===== src/rtl/pim_unit_arbiter.sv =====
// Rotating-priority arbiter sharing one pim_unit between NUM_REQ requesters.
// Issues a one-cycle trigger, waits for result_valid under a watchdog, and returns a one-hot response.
module pim_unit_arbiter #(
  parameter int NUM_REQ        = 4,
  parameter int TIMEOUT_CYCLES = 64,
  localparam int IDX_W         = $clog2(NUM_REQ)
) (
  input  logic               clk,
  input  logic               rst,
  input  logic [NUM_REQ-1:0] req_valid_i,
  output logic [NUM_REQ-1:0] req_ready_o,
  output logic [IDX_W-1:0]   grant_idx_o,
  output logic               grant_active_o,
  output logic               pim_valid_o,
  input  logic               pim_result_valid_i,
  output logic [NUM_REQ-1:0] resp_valid_o,
  output logic               resp_err_o,
  output logic               timeout_err_o,
  input  logic               err_clear_i
);

  localparam int CNT_W = $clog2(TIMEOUT_CYCLES) + 1;
  localparam logic [NUM_REQ-1:0] ONE_HOT0 = NUM_REQ'(1);
  localparam logic [CNT_W-1:0]   WAIT_LAST = CNT_W'(TIMEOUT_CYCLES - 1);
  localparam logic [IDX_W-1:0]   IDX_LAST  = IDX_W'(NUM_REQ - 1);

  typedef enum logic [1:0] {
    S_IDLE  = 2'd0,
    S_ISSUE = 2'd1,
    S_WAIT  = 2'd2,
    S_RESP  = 2'd3
  } state_e;

  state_e             state_q;
  logic [IDX_W-1:0]   rr_ptr_q;
  logic [IDX_W-1:0]   grant_idx_q;
  logic [CNT_W-1:0]   wait_cnt_q;
  logic [NUM_REQ-1:0] req_ready_q;
  logic [NUM_REQ-1:0] resp_valid_q;
  logic               grant_active_q;
  logic               pim_valid_q;
  logic               resp_err_q;
  logic               timeout_err_q;

  logic [IDX_W-1:0]   winner_idx;
  logic [IDX_W-1:0]   rr_ptr_d;
  logic               timeout_hit;

  // Scan from the farthest offset down so the requester closest to rr_ptr overwrites the rest.
  // NOTE: every always_comb output gets a default first, so no path leaves it unassigned (no latch).
  always_comb begin
    winner_idx = rr_ptr_q;
    for (int k = NUM_REQ - 1; k >= 0; k--) begin
      int j;
      j = int'(rr_ptr_q) + k;
      if (j >= NUM_REQ) j = j - NUM_REQ;
      if (req_valid_i[j]) winner_idx = IDX_W'(j);
    end
  end

  assign rr_ptr_d    = (grant_idx_q == IDX_LAST) ? '0 : grant_idx_q + 1'b1;
  assign timeout_hit = (wait_cnt_q == WAIT_LAST);

  // NOTE: sequential state uses non-blocking assignments only, so every register samples pre-edge values.
  always_ff @(posedge clk or posedge rst) begin
    if (rst) begin
      state_q        <= S_IDLE;
      rr_ptr_q       <= '0;
      grant_idx_q    <= '0;
      wait_cnt_q     <= '0;
      req_ready_q    <= '0;
      resp_valid_q   <= '0;
      grant_active_q <= 1'b0;
      pim_valid_q    <= 1'b0;
      resp_err_q     <= 1'b0;
      timeout_err_q  <= 1'b0;
    end else begin
      pim_valid_q  <= 1'b0;
      req_ready_q  <= '0;
      resp_valid_q <= '0;
      // A timeout detected below in the same cycle overrides this clear.
      if (err_clear_i) timeout_err_q <= 1'b0;

      case (state_q)
        S_IDLE: begin
          if (|req_valid_i) begin
            grant_idx_q    <= winner_idx;
            req_ready_q    <= ONE_HOT0 << winner_idx;
            pim_valid_q    <= 1'b1;
            grant_active_q <= 1'b1;
            state_q        <= S_ISSUE;
          end
        end
        S_ISSUE: begin
          wait_cnt_q <= '0;
          state_q    <= S_WAIT;
        end
        S_WAIT: begin
          if (pim_result_valid_i) begin
            resp_valid_q <= ONE_HOT0 << grant_idx_q;
            resp_err_q   <= 1'b0;
            state_q      <= S_RESP;
          end else if (timeout_hit) begin
            resp_valid_q  <= ONE_HOT0 << grant_idx_q;
            resp_err_q    <= 1'b1;
            timeout_err_q <= 1'b1;
            state_q       <= S_RESP;
          end else begin
            wait_cnt_q <= wait_cnt_q + 1'b1;
          end
        end
        S_RESP: begin
          resp_err_q     <= 1'b0;
          grant_active_q <= 1'b0;
          rr_ptr_q       <= rr_ptr_d;
          state_q        <= S_IDLE;
        end
        default: state_q <= S_IDLE;
      endcase
    end
  end

  assign req_ready_o    = req_ready_q;
  assign grant_idx_o    = grant_idx_q;
  assign grant_active_o = grant_active_q;
  assign pim_valid_o    = pim_valid_q;
  assign resp_valid_o   = resp_valid_q;
  assign resp_err_o     = resp_err_q;
  assign timeout_err_o  = timeout_err_q;

endmodule


===== config.mk =====
export PLATFORM = sky130hd
export DESIGN_NAME = pim_unit_arbiter
export DESIGN_NICKNAME = d
export VERILOG_FILES = /design/src/rtl/pim_unit_arbiter.sv
export SDC_FILE = /design/constraint.sdc
export NUM_CORES = 1
export LEC_CHECK = 0
export ABC_AREA = 1
export CORE_UTILIZATION = 52
export DETAILED_ROUTE_END_ITERATION = 16
export GPL_TIMING_DRIVEN = 0
export PLACE_DENSITY = 0.78
export REMOVE_ABC_BUFFERS = 1
export SYNTH_ARGS = -nofsm -noshare
export SYNTH_HDL_FRONTEND = slang
export SYNTH_SLANG_ARGS = --single-unit

===== constraint.sdc =====
create_clock -name clk -period 1.7 [get_ports clk]
set_input_delay 0.34 -clock clk [delete_from_list [all_inputs] [get_ports clk]]
set_output_delay 0.34 -clock clk [all_outputs]
set_load 0.01 [all_outputs]

# Yosys cells after proc, flatten, opt, wreduce, memory -nomap -nowiden

Index checks and enable logic that the tools add are counted.

Reduce and logical (&&, ||, !) cells: 10
Mux-type cells: 44
$lt $le $gt $ge: 8
Shift operators: 2
Equality and inequality tests: 9
Add/sub/neg operators: 9

Operator list:

| cell                  | number |
|---|---|
| $lt A32 B4 Y1 const B | 4 |
| $mux W32              | 4 |
| $mux W4               | 5 |
| $mux W1               | 17 |
| $mux W2               | 8 |
| $mux W7               | 2 |
| $pmux W7 S2           | 1 |
| $sub A3 B3 Y4 const B | 3 |
| $ge A3 B3 Y1 const B  | 3 |
| $bmux W1 S2           | 4 |
| $pmux W2 S4           | 1 |
| $reduce_and A2 Y1     | 4 |
| $shl A1 B2 Y4 const A | 2 |
| $add A7 B1 Y7 const B | 1 |
| $eq A7 B6 Y1 const B  | 1 |
| $add A2 B2 Y3 const B | 2 |
| $eq A2 B2 Y1 const B  | 3 |
| $ne A2 B2 Y1 const B  | 3 |
| $reduce_bool A2 Y1    | 3 |
| $pmux W1 S2           | 2 |
| $reduce_or A4 Y1      | 1 |
| $sub A2 B3 Y4 const B | 1 |
| $add A2 B1 Y3 const B | 1 |
| $ge A2 B3 Y1 const B  | 1 |
| 5 further kinds       | 5 |

Logic and storage cells: 92
Output and inout bits: 14
Bits of input ports: 8
Register bits after elaboration: 25

# Longest topological paths before layout

Depth after elaboration: 13
Depth in mapped cells: 12
Gate-level depth less buffers: 11

# Worst setup path before layout

Ideal clock, no wire load.

Path type: reg-to-reg
From: register wait_cnt_q[0]
To: register state_q[1]
Data required time: 1.580 ns
Buffers on the path: 0
Cell stages (with the launch flop): 8
Arrival time: 1.398 ns
Slack: 0.182 ns
Cell sequence: dfrtp_1 ha_1 nand4_2 or2_4 o21ai_4 o21ai_2 nand2_1 o21ai_2

Longest elaborated chain between the ends: 3

RTL lines:

| what                        | line | text |
|---|---|---|
| from (decl)                 | 37   | `logic [CNT_W-1:0] wait_cnt_q;` |
| from (signal assigned)      | 109  | `wait_cnt_q <= wait_cnt_q + 1'b1;` |
| $eq A7 B6 Y1                | 62   | `assign timeout_hit = (wait_cnt_q == WAIT_LAST);` |
| $ne A3 B3 Y1 (no line)      | -    |  |
| $reduce_and A2 Y1 (no line) | -    |  |
| to (signal assigned)        | 67   | `state_q <= S_IDLE;` |
| to (signal assigned)        | 91   | `state_q <= S_ISSUE;` |
| to (signal assigned)        | 96   | `state_q <= S_WAIT;` |
| to (decl)                   | 34   | `state_e state_q;` |

Every way passes these cells.
A chain may end at the register's enable or synchronous reset.

# Worst setup path in the final report

From: register grant_idx_q[1] (netlist: grant_idx_o[1])
To: output port grant_idx_o[1]

RTL lines:

| what                   | line | text |
|---|---|---|
| from (decl)            | 36   | `logic [IDX_W-1:0] grant_idx_q;` |
| from (signal assigned) | 87   | `grant_idx_q <= winner_idx;` |
| to (decl)              | 12   | `output logic [IDX_W-1:0] grant_idx_o,` |

No word-level cell between the ends.

==> out/metrics.yaml <==
r2r_start: "wait_cnt_q[1]"
cts_hold_buf: 0
rsz0062_at_grt: "false"
skew_ps: 7.67
start_util: 0.574
wl_per_cell_um: 12.4
synth_largest_area_cell: "dfrtp_1"
vdd_drop_max_uv: 1030
numCtsBuffers: 3
start_kind: "flip-flop"
grt_overflow_total: 0
antenna_found_initial: 0
clk_pin_slew_ps: 140
power_mw: 2.62
num_rows: 17
synth_top_family_by_area: "simple AND/OR/NAND/NOR gates"
critPathLaunch: "grant_idx_o[1]"
synth-edff-count: 0
ys_seq_area_frac: 0.470
p_leak_nw: 0.836
grt_pass1_wl_um: 4420
slew-limit-headroom: 0.392
clock_latency_ps: 320
syn_inst: 153
core_area_sq_mm: 0.00232
final_util: 0.716
synthMuxAreaShare: 0
critPathRequiredTime_ps: 1360
dpl.hpwl_um: 1950
synthFlopType: "dfrtp_1"
slew_viol_final: 0
synth.distinct_cells: 25
arrival_ps: 1310
synthArstFlopShare: 1.00
port-buffer-count: 21
synth_top_area_frac: 0.470
max_freq_ghz: 0.604
yosys.area_share.adder: 0.0847
num-nets-final: 200
fin_ws_ps: 45.1
final_hold_viol_count: 0
synth_xor_area_frac: 0.0263
layout_min_cycle_time_ps: 1650
ant_nets: 0
worstSetupEndpointType: "primary output"
r2r_end: "wait_cnt_q[2]"
hold_path.class: "input pin to async pin"
ios: 22
antenna_cells: 0
status: "finished, final reports clean"
netlist_area_sq_mm: 0.00133
synth_compound_gate_area_share: 0.112
synth_seq_cells: 25
cts_tree: "yes"
reg2reg_depth: 7
drc: 0
synth.most_common_cell: "nand2_1"
vias_per_cell: 5.18
worst_pin_slew_ps: 911
worstSetupEndpoint: "grant_idx_o[1]"
synth_common_cells: "nand2_1, inv_1, dfrtp_1"
met2_length_um: 1370
critPathTopFamily: "buffers and inverters"
cp_slowest_stage_delay_ps: 560
critPathMaxFanout: 3
final.period_utilization: 0.973
drt-met1-wl_um: 1160
gp_congestion: 0.816
powerDensity_mw_per_mm2: 1580
yosys_warnings: 0
dr.max_layer_used: "met4"
grt_pass1_vias: 1066
yosys.area_share.simple: 0.225
place_ws_ps: -121
dr_wl_met3_um: 59
clockRootBuffer: "clkbuf_4"
crit_chain: "clkdlybuf4s50_1"
area_growth_syn_to_layout_pct: 24.7
yosys-top-cells-area: "dfrtp_1, nand2_1, ha_1"
cts_num_sinks: 25
cts_max_level: 1
path_class: "flip-flop to primary output"
reg2reg_slack_ps: 120
worst-path-buf-inv: 1
die_x_um: 52.6
die-height_um: 52.6
drtIter0Drc: 21
worst-path-stages: 1
track_usage: 0.223
totalWireLength_um: 2610
num_vias: 1087
cts_buffer_depth: 2
grt_max_degree: 26
die-area_sq_mm: 0.00276
avgSynthCellArea_sq_um: 8.69
setup_violations: 0
crit_path_top_delay_cell: "clkdlybuf4s50_1"
drv_cap: 0
drive_above_1_share: 0.121
firstDrtPassIters: 4
-- placed cells by master (no fill, tap or decap), types with 4 or more instances in the layout --
cell type / synthesis / routed
inv_1: 26 / 26
clkdlybuf4s50_1: 0 / 21
nand2_1: 31 / 31
buf_4: 1 / 4
ha_1: 9 / 8
nor2_1: 10 / 9
nand3_1: 19 / 19
dfrtp_1: 25 / 24
o21ai_0: 10 / 9
-- routing by layer --
| layer | GRT usage | up-vias |
|---|---|---|
| li1 | - | 544 |
| met5 | 0 | - |
| met1 | 0.264 | 516 |
| met2 | 0.409 | 23 |
| met3 | 0.0261 | 4 |
| met4 | 0.0789 | 0 |
-- power by group --
group          leakage [nW]  internal [mW]  switching [mW]  total (mW)
clock network        0.0177         0.0880           0.181       0.269
logic                 0.489          0.622           0.805        1.43
registers             0.330          0.778           0.146       0.923
total                 0.836           1.49            1.13        2.62
-- how the worst min path moves through the flow --
stage                     endpoint  cells after the start
floorplan           grant_active_o                      1
global placement    grant_active_o                      2
detailed placement  grant_active_o                      2
CTS                 grant_active_o                      2
global route        grant_active_o                      2
finish              grant_idx_o[0]                      2
-- kinds of logic (layout without fill, tap and decap cells) --
logic type,count (synthesis),in the layout
fa+ha+maj,9,9
flops,25,25
buf+inv,28,57
compound gates,21,21
xor+xnor,4,4
simple gates,66,66
-- state kept, by name (all words and copies together), names as in the netlist, 2 cells and up --
register      count
grant_idx_o       2
resp_valid_o      4
wait_cnt_q        7
req_ready_o       4
rr_ptr_q          2
state_q           2
-- layout make-up --
cell class,count,area (sq um)
multi-input combinational,100,606
clock inverter,1,5.00
fill,183,659
timing repair buffer,26,260
sequential,25,627
clock buffer,3,22.5
inverter,27,104
tap,28,35.0
-- through the flow --
step                instance area, sq um  hold WS [ps]  setup TNS (ps)  std cells
global placement                    1570           498            -163        201
detailed placement                  1570           495            -503        201
global route                        1660           585               0        210
CTS                                 1620           531               0        206
finish                              1660           508               0        210
floorplan                           1320           367               0        152
-- what timing repair did --
| item | CTS | global route |
|---|---|---|
| gates cloned | 0 | 0 |
| setup endpoints to repair | 5 | 14 |
| resized for setup | 2 | 4 |
| buffers inserted | 1 | 4 |
| pin swaps | 1 | 1 |
No activity file was read; power rests on OpenSTA's default activity.
